**config.mk**
```make
export PLATFORM = sky130hd
export DESIGN_NAME = pipe_ctrl
export DESIGN_NICKNAME = d
export VERILOG_FILES = /design/src/rtl/pipeline_pkg.sv /design/src/rtl/pipe_fetch_tracker.sv /design/src/rtl/pipe_ctrl.sv
export SDC_FILE = /design/constraint.sdc
export NUM_CORES = 1
export LEC_CHECK = 0
export CELL_PAD_IN_SITES_DETAIL_PLACEMENT = 2
export CELL_PAD_IN_SITES_GLOBAL_PLACEMENT = 2
export CORE_MARGIN = 2
export CORE_UTILIZATION = 21
export DETAILED_ROUTE_END_ITERATION = 16
export MAX_ROUTING_LAYER = met4
export PLACE_DENSITY = 0.8
export RECOVER_POWER = 25
export SETUP_SLACK_MARGIN = 0.4
export SYNTH_ARGS = -nofsm -noshare
export SYNTH_HDL_FRONTEND = slang
export SYNTH_SLANG_ARGS = --single-unit
```
**constraint.sdc**
```tcl
create_clock -name clk -period 2.4 [get_ports clk]
set_input_delay 0.48 -clock clk [delete_from_list [all_inputs] [get_ports clk]]
set_output_delay 0.48 -clock clk [all_outputs]
set_load 0.02 [all_outputs]
```
**src/rtl/pipeline_pkg.sv**
```systemverilog
// Shared types for the RV64 pipeline control block:
// memory FSM states and the bundled stall/flush controls.
package pipeline_pkg;

    localparam int XLEN_DEF = 64;
    localparam int RAW_DEF  = 5;

    typedef enum logic [1:0] {
        M_IDLE,
        M_WAIT,
        M_DONE
    } mem_state_t;

    // stall[6]=IFP .. stall[0]=MEM, flush[3]=IFR .. flush[0]=EXA
    typedef struct packed {
        logic [6:0] stall;
        logic [3:0] flush;
        logic       redirect;
    } pipe_ctrl_t;

    localparam pipe_ctrl_t CTRL_NONE = '0;

endpackage

```
**src/rtl/pipe_fetch_tracker.sv**
```systemverilog
// Tracks outstanding instruction fetches and counts the responses
// that must be discarded after a redirect.
module pipe_fetch_tracker #(
    parameter int MAX_OUT = 2
) (
    input  logic clk,
    input  logic rst_n,
    input  logic redirect,
    input  logic imem_req_fire,
    input  logic imem_rvalid,
    output logic imem_drop
);

    localparam int OW = $clog2(MAX_OUT + 1);
    localparam logic [OW-1:0] OUT_MAX = OW'(MAX_OUT);

    logic [OW-1:0] outstanding;
    logic [OW-1:0] out_next;
    logic [OW-1:0] drop_cnt;

    always_comb begin
        out_next = outstanding;
        if (imem_req_fire && !imem_rvalid && outstanding != OUT_MAX)
            out_next = outstanding + 1'b1;
        else if (!imem_req_fire && imem_rvalid && outstanding != '0)
            out_next = outstanding - 1'b1;
    end

    assign imem_drop = rst_n && imem_rvalid && (drop_cnt != '0);

    // A redirect reloads drop_cnt from the live count, so an earlier
    // pending drop is never counted twice.
    always_ff @(posedge clk or negedge rst_n) begin
        if (!rst_n) begin
            outstanding <= '0;
            drop_cnt    <= '0;
        end else begin
            outstanding <= out_next;
            if (redirect)
                drop_cnt <= out_next;
            else if (imem_drop)
                drop_cnt <= drop_cnt - 1'b1;
        end
    end

endmodule

```
**src/rtl/pipe_ctrl.sv**
```systemverilog
// Stall/flush/redirect scheduler for the seven-stage RV64 pipeline,
// with data-memory handshake sequencing and perf counters.
module pipe_ctrl
    import pipeline_pkg::*;
#(
    parameter int XLEN    = XLEN_DEF,
    parameter int RAW     = RAW_DEF,
    parameter int CNT_W   = 32,
    parameter int MAX_OUT = 2
) (
    input  logic             clk,
    input  logic             rst_n,
    input  logic             branch_taken_EXB,
    input  logic [XLEN-1:0]  branch_target_EXB,
    input  logic             load_EXA,
    input  logic             load_EXB,
    input  logic [RAW-1:0]   rd_EXA,
    input  logic [RAW-1:0]   rd_EXB,
    input  logic [RAW-1:0]   rs1_IDR,
    input  logic [RAW-1:0]   rs2_IDR,
    input  logic             rs1_used_IDR,
    input  logic             rs2_used_IDR,
    input  logic             mem_req_MEM,
    input  logic             dmem_ack,
    output logic             dmem_req,
    input  logic             imem_req_fire,
    input  logic             imem_rvalid,
    output logic             imem_drop,
    output logic             stall_IFP,
    output logic             stall_IFR,
    output logic             stall_IDC,
    output logic             stall_IDR,
    output logic             stall_EXA,
    output logic             stall_EXB,
    output logic             stall_MEM,
    output logic             flush_IFR,
    output logic             flush_IDC,
    output logic             flush_IDR,
    output logic             flush_EXA,
    output logic             redirect_IFP,
    output logic [XLEN-1:0]  redirect_target_IFP,
    output logic [CNT_W-1:0] stall_cycles,
    output logic [CNT_W-1:0] redirect_count
);

    mem_state_t state;
    pipe_ctrl_t ctrl;
    logic       mem_stall;
    logic       br;
    logic       lu;
    logic       hit_a;
    logic       hit_b;

    assign hit_a = load_EXA && rd_EXA != '0 &&
                   ((rs1_used_IDR && rs1_IDR == rd_EXA) ||
                    (rs2_used_IDR && rs2_IDR == rd_EXA));
    assign hit_b = load_EXB && rd_EXB != '0 &&
                   ((rs1_used_IDR && rs1_IDR == rd_EXB) ||
                    (rs2_used_IDR && rs2_IDR == rd_EXB));

    // Gating with rst_n keeps every control low while reset is held.
    assign mem_stall = rst_n &&
                       ((state == M_IDLE && mem_req_MEM) || state == M_WAIT);
    assign br = rst_n && branch_taken_EXB && !mem_stall;
    assign lu = rst_n && (hit_a || hit_b) && !mem_stall && !br;

    always_comb begin
        ctrl = CTRL_NONE;
        unique case (1'b1)
            mem_stall: ctrl.stall = '1;
            br: begin
                ctrl.flush    = '1;
                ctrl.redirect = 1'b1;
            end
            lu: begin
                ctrl.stall = 7'b111_1000;
                ctrl.flush = 4'b0001;
            end
            default: ;
        endcase
    end

    assign {stall_IFP, stall_IFR, stall_IDC, stall_IDR,
            stall_EXA, stall_EXB, stall_MEM} = ctrl.stall;
    assign {flush_IFR, flush_IDC, flush_IDR, flush_EXA} = ctrl.flush;
    assign redirect_IFP        = ctrl.redirect;
    assign redirect_target_IFP = rst_n ? branch_target_EXB : '0;

    always_ff @(posedge clk or negedge rst_n) begin
        if (!rst_n) begin
            state    <= M_IDLE;
            dmem_req <= 1'b0;
        end else begin
            unique case (state)
                M_IDLE: if (mem_req_MEM) begin
                    state    <= M_WAIT;
                    dmem_req <= 1'b1;
                end
                M_WAIT: if (dmem_ack) begin
                    state    <= M_DONE;
                    dmem_req <= 1'b0;
                end
                M_DONE: begin
                    state    <= M_IDLE;
                    dmem_req <= 1'b0;
                end
                default: begin
                    state    <= M_IDLE;
                    dmem_req <= 1'b0;
                end
            endcase
        end
    end

    always_ff @(posedge clk or negedge rst_n) begin
        if (!rst_n) begin
            stall_cycles   <= '0;
            redirect_count <= '0;
        end else begin
            if (stall_IFP)
                stall_cycles <= stall_cycles + 1'b1;
            if (redirect_IFP)
                redirect_count <= redirect_count + 1'b1;
        end
    end

    pipe_fetch_tracker #(
        .MAX_OUT(MAX_OUT)
    ) u_fetch (
        .clk          (clk),
        .rst_n        (rst_n),
        .redirect     (redirect_IFP),
        .imem_req_fire(imem_req_fire),
        .imem_rvalid  (imem_rvalid),
        .imem_drop    (imem_drop)
    );

endmodule

```
==> impl_metrics.json <==
{
  "run_status": "completed",
  "detail_route.wirelength_mm": 18.91,
  "initial_core_util": 0.2132,
  "num_antenna_cells": 0,
  "crit_buf_inv": 3,
  "antenna_left": 0,
  "floorplan.rows": 51,
  "post-layout-total-power_mw": 4.448,
  "worst_hold_slack_ps": 266.9,
  "fp.dieArea_um2": 20840,
  "cp_cell_sequence": "buf_8, or4_4, o21ai_4, nor3_2, a22oi_2, buf_6, nand2_8, buf_6",
  "mux_contribution_to_synthesized_area": 0.006050,
  "post-synth-top-area-cell": "sky130_fd_sc_hd__dfrtp_1",
  "horizontal_die_dimension_um": 144.3,
  "fp.coreArea_um2": 19400,
  "final_period_minus_worst_setup_slack_ps": 2387,
  "sw_power_mw": 1.594,
  "drv_cap": 0,
  "cts_max_path_buffers": 2,
  "synth_compound_area_frac": 0.07350,
  "synth-xor-area-share": 0.1779,
  "mappedNetlistNets": 531,
  "yosysMostFrequentCell": "sky130_fd_sc_hd__dfrtp_1",
  "synth_cells": 431,
  "grt_max_degree": 73,
  "power_frac_comb": 0.387,
  "critPathCaptureType": "primary output",
  "sequential_cell_fraction_of_total_power": 0.346,
  "post_drt_wl_per_cell_um": 19.32,
  "pre_cts_slack_ps": -881.8,
  "grt_util_all_layers": 0.1895,
  "num-fill-cells": 2116,
  "power.clock.fraction": 0.267,
  "yosys.area_share.simple": 0.2529,
  "synth-edff-count": 0,
  "finalSetupViolations": 0,
  "num_vias": 4233,
  "netlist-cell-type-count": 44,
  "synth_warnings": 0,
  "yosysTopAreaCellShare": 0.4235,
  "worstSkewPairLatency_ps": 340,
  "syn_to_final_growth_pct": 90.11,
  "grt_setup_unrepaired": "yes",
  "finalCritPeriodShare": 0.9948,
  "power.static_leakage_nw": 3.530,
  "critPathMostFrequentCell": "sky130_fd_sc_hd__buf_6",
  "final_layout_size_suffix_gt1_frac": 0.2521,
  "fin_nets": 812,
  "path_clk_slew_ps": 60,
  "post-route-drc-count": 0,
  "slew_headroom": 0.3712,
  "critical_path.max_fanout": 5,
  "timing.final.ws_setup_ps": 12.56,
  "place_hpwl_mm": 13.62,
  "fin_setup_tns_ps": 0,
  "summed_instance_area_of_the_synthesized_netlist_um2": 4136,
  "first_pass_iters": 4,
  "cts_root_buf": "sky130_fd_sc_hd__clkbuf_16",
  "synth-seq-cells": 70,
  "grt_overflow_total": 0,
  "syn-mean-instance-area_um2": 9.597,
  "ys_top_cells_by_count": "70 x sky130_fd_sc_hd__dfrtp_1, 66 x sky130_fd_sc_hd__and2_1, 47 x sky130_fd_sc_hd__xnor2_1",
  "numCtsBuffers": 9,
  "worst_ir_drop_vdd_mv": 0.3969,
  "viasPerCell": 4.324,
  "synthArstFlopShare": 1.000,
  "main_combinational_cell_family_by_area_after_synthesis": "simple AND/OR/NAND/NOR gates",
  "antenna_found_initial": 0,
  "worst_hold_path_type": "primary input to async pin",
  "io_buffers": 236,
  "cp_max_delay_cell": "sky130_fd_sc_hd__or4_4",
  "synth_fa_ha_area_frac": 0.01512,
  "grt_first_pass_wirelength_mm": 29.02,
  "synth.top_cells.by_area": "sky130_fd_sc_hd__dfrtp_1 42%, sky130_fd_sc_hd__and2_1 10%, sky130_fd_sc_hd__xnor2_1 10%, sky130_fd_sc_hd__xor2_1 7.8%, sky130_fd_sc_hd__nand2_1 3.5%",
  "timing.clock.skew_ps": 3.492,
  "synth_sequential_area_ratio": 0.4235,
  "tritoncts": "built",
  "area.sequential_um2": 1755,
  "power_density_nw_per_um2": 565.7,
  "fmax_ghz": 0.4189,
  "sw_frac_of_total": 0.3582,
  "vias_in_the_first_global_route": 4853,
  "timing.critical_path.required_ps": 1920,
  "area_occupied_by_multi_input_gates_um2": 2683,
  "ys.flop_type": "sky130_fd_sc_hd__dfrtp_1",
  "hold_violations": 0,
  "critPathTopFamily": "simple AND/OR/NAND/NOR gates",
  "internal_power_mw": 2.855,
  "clkSinkCount": 70,
  "critPathKind": "primary input to primary output",
  "critPathMaxStageDelay_ps": 560,
  "number_of_design_rule_violations_left_by_the_first_detailed_router_iteration": 93,
  "timing_worst_slew_pin_value_ps": 943.2,
  "maxSlewViolCount": 0,
  "timing.critical_path.from_type": "primary input",
  "chipHeight_um": 144.3,
  "ctsHtreeMaxLevel": 3,
  "final_weighted_congestion_in_routability_driven_placement": 0.9146,
  "cp.arrival_ps": 1910,
  "design.portCount": 237
}
[stage by stage]
stage,instance area [µm²],std cells,util
after floorplan,4189,431,-
after global placement,6979,939,0.3598
after detailed placement,6979,939,0.3598
after CTS,7690,975,0.3964
after global routing,7864,979,0.4054
final,7864,979,0.4054
[final timing paths]
kind | from | to | slack, ps | cells past startpoint
min in group clk | redirect_count[31] | redirect_count[31] | 480 | 1
hold / removal | rst_n | state[1] | 270 | 2
max in group asynchronous | rst_n | redirect_count[4] | 890 | 3
setup / recovery | rd_EXB[2] | stall_IFP | 10 | 8
hold reg to reg | redirect_count[31] | redirect_count[31] | 480 | 1
setup reg to reg | dmem_req | stall_cycles[18] | 110 | 13
[cell usage in the layout, fill, tap and decap left out, drive strengths merged, types with 4 or more instances in the layout]
cell / Yosys / layout
nor3: 7 / 7
clkbuf: 9 / 16
clkdlybuf4s15: 0 / 4
clkdlybuf4s50: 0 / 127
a211oi: 13 / 13
inv: 17 / 17
nand2: 40 / 40
nand3: 20 / 20
xor2: 37 / 37
buf: 15 / 82
and2: 66 / 66
and3: 8 / 8
nor2: 16 / 16
a21oi: 14 / 14
xnor2: 47 / 47
and4: 4 / 4
nand4: 13 / 13
dfrtp: 70 / 70
ha: 5 / 5
dlygate4sd2: 0 / 71
[cell type report]
cell class / count / area share
multi-input cells: 320 / 0.3411
repair buffers: 294 / 0.3540
well taps: 265 / 0.04216
inverters: 17 / 0.008433
clock buffers: 10 / 0.02912
flip-flops and latches: 70 / 0.2232
clock inverters: 3 / 0.001909
[timing repair]
item / CTS / global route
cloned: 3 / 0
setup endpoints to repair: 123 / 58
hold buffers: 0 / 0
hold endpoints to repair: 0 / 0
gates resized for setup: 292 / 43
pin swaps: 43 / 45
buffers inserted: 20 / 4
[state kept, by name, summed over array words and instances, names as in the netlist]
name and flops:
stall_cycles 32, u_fetch.outstanding 2, state 1, u_fetch.drop_cnt 2, dmem_req 1, redirect_count 32
[power groups by stage]
stage	logic (mW)	clock network [mW]	registers, mW
after global routing	1.86	1.26	1.57
after detailed placement	1.63	0	1.56
final	1.72	1.19	1.54
after CTS	1.70	1.22	1.54
after floorplan	0.633	0	1.67
after global placement	1.55	0	1.54
[kinds of logic after synthesis]
logic type	count (synthesis)
flops	70
buf+inv	41
xor+xnor	84
mux	2
fa+ha+maj	5
simple gates	186
compound gates	43
[worst register-to-register path: cells and delay by family, from the launching register on]
kind	cells	cell delay (ps)
and+or+nand+nor	2	220
DFF	1	420
buffers and inverters	7	940
xor gates and xnor gates	1	100
AOI/OAI and AO/OA	3	530
[routing by layer]
layer / vias up / wire length, µm / GRT usage
li1: 1974 / - / -
met5: - / 0 / -
met2: 91 / 10700 / 0.3517
met1: 2145 / 7350 / 0.2092
met4: 0 / 257 / 0.04241
met3: 23 / 601 / 0.03775
(Power assumes the default switching activity.)
